### src/rtl/pb_group_ctrl.sv
// pb_group_ctrl: synchronises 4 push buttons and 16 slide switches, debounces
// and edge-detects the buttons, and keeps one blank flag per 4-LED group.
//
// Ports:
//   clk         system clock, all state on the rising edge
//   rst         asynchronous active-high reset
//   btn_raw     raw bouncy push buttons, bit i controls LED group i
//   sw_raw      raw slide switches
//   sw_sync     switches after a 2-flop synchroniser
//   btn_level   debounced button levels
//   btn_press   one-cycle pulse on each debounced 0->1 transition
//   group_blank per-group blank flag, 1 = group forced off
module pb_group_ctrl #(
    parameter int DEBOUNCE_CYCLES = 1000000,
    parameter bit TOGGLE_MODE     = 1'b1
) (
    input  logic        clk,
    input  logic        rst,
    input  logic [3:0]  btn_raw,
    input  logic [15:0] sw_raw,
    output logic [15:0] sw_sync,
    output logic [3:0]  btn_level,
    output logic [3:0]  btn_press,
    output logic [3:0]  group_blank
);

    localparam int CNT_W = $clog2(DEBOUNCE_CYCLES + 1);
    localparam logic [CNT_W-1:0] LAST = CNT_W'(DEBOUNCE_CYCLES - 1);

    logic [19:0]      sync1;
    logic [19:0]      sync2;
    logic [3:0]       btn_s;
    logic [CNT_W-1:0] cnt    [4];
    logic [CNT_W-1:0] cnt_nx [4];
    logic [3:0]       level_nx;
    logic [3:0]       press_nx;
    logic [3:0]       blank_nx;

    assign btn_s   = sync2[3:0];
    assign sw_sync = sync2[19:4];

    // A counter only runs while the synced button disagrees with the
    // accepted level; any agreement clears it, so it can never wrap.
    always_comb begin
        level_nx = btn_level;
        press_nx = '0;
        blank_nx = group_blank;
        for (int i = 0; i < 4; i++) begin
            cnt_nx[i] = '0;
            if (btn_s[i] != btn_level[i]) begin
                if (cnt[i] == LAST) begin
                    level_nx[i] = btn_s[i];
                    press_nx[i] = btn_s[i];
                end else begin
                    cnt_nx[i] = cnt[i] + CNT_W'(1);
                end
            end
        end
        if (TOGGLE_MODE) begin
            blank_nx = group_blank ^ press_nx;
        end else begin
            blank_nx = level_nx;
        end
    end

    always_ff @(posedge clk or posedge rst) begin
        if (rst) begin
            sync1       <= '0;
            sync2       <= '0;
            btn_level   <= '0;
            btn_press   <= '0;
            group_blank <= '0;
            for (int i = 0; i < 4; i++) begin
                cnt[i] <= '0;
            end
        end else begin
            sync1       <= {sw_raw, btn_raw};
            sync2       <= sync1;
            btn_level   <= level_nx;
            btn_press   <= press_nx;
            group_blank <= blank_nx;
            for (int i = 0; i < 4; i++) begin
                cnt[i] <= cnt_nx[i];
            end
        end
    end

endmodule

### config.mk
export PLATFORM = sky130hd
export DESIGN_NAME = pb_group_ctrl
export DESIGN_NICKNAME = d
export VERILOG_FILES = /design/src/rtl/pb_group_ctrl.sv
export SDC_FILE = /design/constraint.sdc
export NUM_CORES = 1
export LEC_CHECK = 0
export CAP_MARGIN = 20
export CORE_ASPECT_RATIO = 1.4
export CORE_MARGIN = 4
export CORE_UTILIZATION = 45
export CTS_BUF_LIST = sky130_fd_sc_hd__clkbuf_16
export CTS_CLUSTER_SIZE = 40
export DETAILED_ROUTE_END_ITERATION = 16
export GPL_TIMING_DRIVEN = 0
export PLACE_DENSITY = 0.76
export SLEW_MARGIN = 10
export SYNTH_ARGS = -nofsm -noshare
export SYNTH_HDL_FRONTEND = slang
export SYNTH_SLANG_ARGS = --single-unit
export TNS_END_PERCENT = 20
### constraint.sdc
create_clock -name clk -period 6.25 [get_ports clk]
set_input_delay 1.875 -clock clk [delete_from_list [all_inputs] [get_ports clk]]
set_output_delay 1.875 -clock clk [all_outputs]
set_load 0.005 [all_outputs]
* Yosys cells after proc, flatten, opt, wreduce, memory -nomap -nowiden *
Cells that the tools add are included.

storage, ports and cells
  register bits after elaboration = 132
  bits of input ports = 22
  output and inout bits = 28
  logic and storage cells = 45

cells by class
  add/sub/neg operators = 4
  equal/unequal tests = 8
  muxes and demuxes = 16
  bitwise operators = 1
  reduce and logical (&&, ||, !) cells = 4

operator list
  kind                                            number
  two-way mux 20 bit                              8
  adder 20 x 1 -> 20 bit (second input constant)  4
  equality test 20 bit (second input constant)    4
  two-way mux 1 bit                               8
  AND reduction 2 bit                             4
  != test 1 bit                                   4
  XOR 4 bit                                       1

* Depth between registers and ports, before layout *
  word-level depth = 4
  depth in mapped cells = 6

* Worst setup path after synthesis *
Ideal clock, no wire load.

  path kind = flip-flop to output port
  from = register sync2[4]
  to = output sw_sync[0]
  arrival time = 458 ps
  slack = 3917 ps
  stages on the path, launching flop included = 2
  path buffers = 1
  cells stage by stage = dfrtp_1 -> buf_4

RTL lines
  item                    RTL line  RTL
  from (decl)             31        logic [19:0] sync2;
  from (signal assigned)  78        sync2 <= sync1;
  to (decl)               21        output logic [15:0] sw_sync,

No word-level cell between the ends.

* Worst setup path in the final report *
  from = register btn_level[0]
  to = output btn_level[0]

RTL lines
  item                    RTL line  RTL
  from (decl)             22        output logic [3:0] btn_level,
  from (signal assigned)  79        btn_level <= level_nx;

No word-level cell between the ends.

==> results_dict.tcl <==
set metrics [dict create \
    status "complete, no violations" \
    cp-start-kind "register" \
    drc 0 \
    tns_ns 0 \
    syn_area_sq_um 5660 \
    portBuffers 49 \
    syn-instance-count 518 \
    min_period_ns 3.28 \
    relSlewSlack_pct 49.5 \
    cts.clk_slew.worst_paths_ns 0.06 \
    detailroute.via_count 4079 \
    die-area_sq_um 14500 \
    drtIter0Drc 167 \
    drt-total-wl_mm 10.6 \
    multiInputGateArea_sq_um 2110 \
    start_util_pct 45.9 \
    synthArstFlopShare_pct 100 \
    yosysMostFrequentCell "dfrtp_1" \
    reg2reg_depth 5 \
    fill_cells 1004 \
    drive_above_1_share_pct 11.5 \
    setup_viol 0 \
    hold_viol_final 0 \
    syn_nets 544 \
    cts_root_buf "clkbuf_16" \
    finClkSkew_ns 0.00602 \
    cap_violations 0 \
    die_w_microns 103 \
    clk-insertion-delay-late_ns 0.41 \
    worstPathRequired_ns 4.38 \
    grt_overflow_total 0 \
    grt_first_pass_wirelength_mm 18.5 \
    cts_setup_buffers 0 \
    rows 48 \
    setup.worst_path.end_class "output pin" \
    diodes 0 \
    whs_path_depth 0 \
    seqCellArea_sq_um 3300 \
    tightest_slew_ns 0.754 \
    cp.depth 1 \
    cts_tree "yes" \
    slew_violations 0 \
    htreeDepth 4 \
    nNetsFinal 613 \
    synth_cell_types 41 \
    total_power_mw 1.98 \
    postLayoutCellArea_sq_um 6980 \
    dp.cells 718 \
    grt_max_degree 88 \
    setup_ws_ns 2.97 \
    wl_per_cell_microns 14.2 \
    dp_slack_ns 3.18 \
    power_density_nw_per_um2 284 \
    fin_cells 750 \
    hp-class "reg -> reg" \
    period_share_pct 52.4 \
    fp.dieH_microns 141 \
    avgSynthCellArea_sq_um 10.9 \
    slowest_delay_ns 0.54 \
    firstDrtPassIters 4 \
    area_growth_pct 23.4 \
    cts.sinks 132 \
    synth_seq_cells 132 \
    cts_resized 0 \
    grtUsageTotal_pct 15.9 \
    finish.utilization_pct 56.7 \
    synthTopCellsByCount "dfrtp_1 (132), nor2_1 (59), nand3_1 (31), xor2_1 (30), xnor2_1 (25)" \
    ys.warnings.count 0 \
    antenna_found_initial 0 \
    max_freq_mhz 305 \
    crit_slowest_cell "clkdlybuf4s50_1" \
    grt_pass1_vias 4164 \
    synth_top_area_share_pct 58.4 \
    synth_area_leader_cell "dfrtp_1" \
    via_per_inst 5.44 \
    ant_nets 0 \
    hold_buffers 0 \
    ios 50 \
    hpwl_mm 7.27 \
    core_sq_um 12300 \
    worstPathMaxFanout 4 \
    ir_drop_v 0.000165 \
    crit_type "reg -> out" \
    hold_ws_ns 0.345 \
    place_area_sq_um 6370 \
    arrival_ns 1.40 \
    cts_buffer_depth 2 \
    synth_area_leaders "dfrtp_1 (58%), xor2_1 (4.6%), nor2_1 (3.9%)" \
    numCtsBuffers 17 \
    cp_top_family "buffers and inverters" \
    rsz0062_at_grt "false" \
    finalWeightedCongestion 0.833 \
    synth-edff-count 0 \
    leakage_nw 2.89 \
    path_buf_inv 1 \
    ys.flop_type "dfrtp_1" \
    ys_seq_area_share_pct 58.4 \
    cp_cell_sequence "clkdlybuf4s50_1" \
]
[final cells by class]
class	instances	share of cell area, %
timing repair buffer	50	7.42
clock buffer	17	6.09
multi-input combinational	340	30.2
inverter	17	0.986
clock inverter	15	2.71
tap	150	2.69
buffer	29	2.62
sequential	132	47.3
[report_power, final]
part	switching [mW]	internal, mW	total [mW]
logic	0.0388	0.0373	0.0761
clock network	0.358	0.661	1.02
registers	0.0119	0.875	0.887
[cell usage in the layout (no fill, tap or decap), types with 17 or more instances in the layout]
cell             synthesis  final
nand2_1                 23     23
nor2_1                  59     59
nand4_1                 24     24
dfrtp_1                132    132
nand3_1                 31     31
clkbuf_16                0     17
clkdlybuf4s50_1          0     49
xnor2_1                 25     25
buf_4                   18     18
a21oi_1                 23     23
xor2_1                  30     30
[worst reg2reg max path: cells and delay by family, from the launching register on]
family	cells	cell delay [ns]
AO/OA/AOI/OAI	1	0.66
buffers and inverters	1	0.39
flip-flops	1	0.44
AND/OR/NAND/NOR	3	0.65
[metal layers]
layer / GRT usage, % / share of wire [%] / wire length (microns)
met4: 7.71 / 2.0 / 211
met2: 25.6 / 51 / 5410
met1: 19.8 / 42 / 4470
met3: 3.91 / 4.9 / 521
met5: 0 / 0 / 0
[logic make-up after synthesis]
logic type               synth area share (%)
AO/OA/AOI/OAI                            5.84
XOR/XNOR                                 8.52
adder cells (fa/ha/maj)                 0.885
buffers and inverters                    4.36
flip-flops                               58.4
multiplexers                            0.398
AND/OR/NAND/NOR                          21.6
[state kept, by name, indices dropped and copies added (netlist names)]
name,cells
sync1,20
group_blank,4
btn_press,4
cnt,80
sync2,20
btn_level,4
[worst paths after layout]
kind,slack (ns),end,from
worst min-delay path,0.35,sync2[9],sync1[9]
worst min register to register,0.35,sync2[9],sync1[9]
max in group asynchronous,3.67,cnt[0],rst
worst max register to register,3.98,cnt[54],cnt[51]
min in group asynchronous,1.86,sync2[12],rst
worst max-delay path,2.97,btn_level[0],btn_level[0]
(Power assumes the default switching activity.)
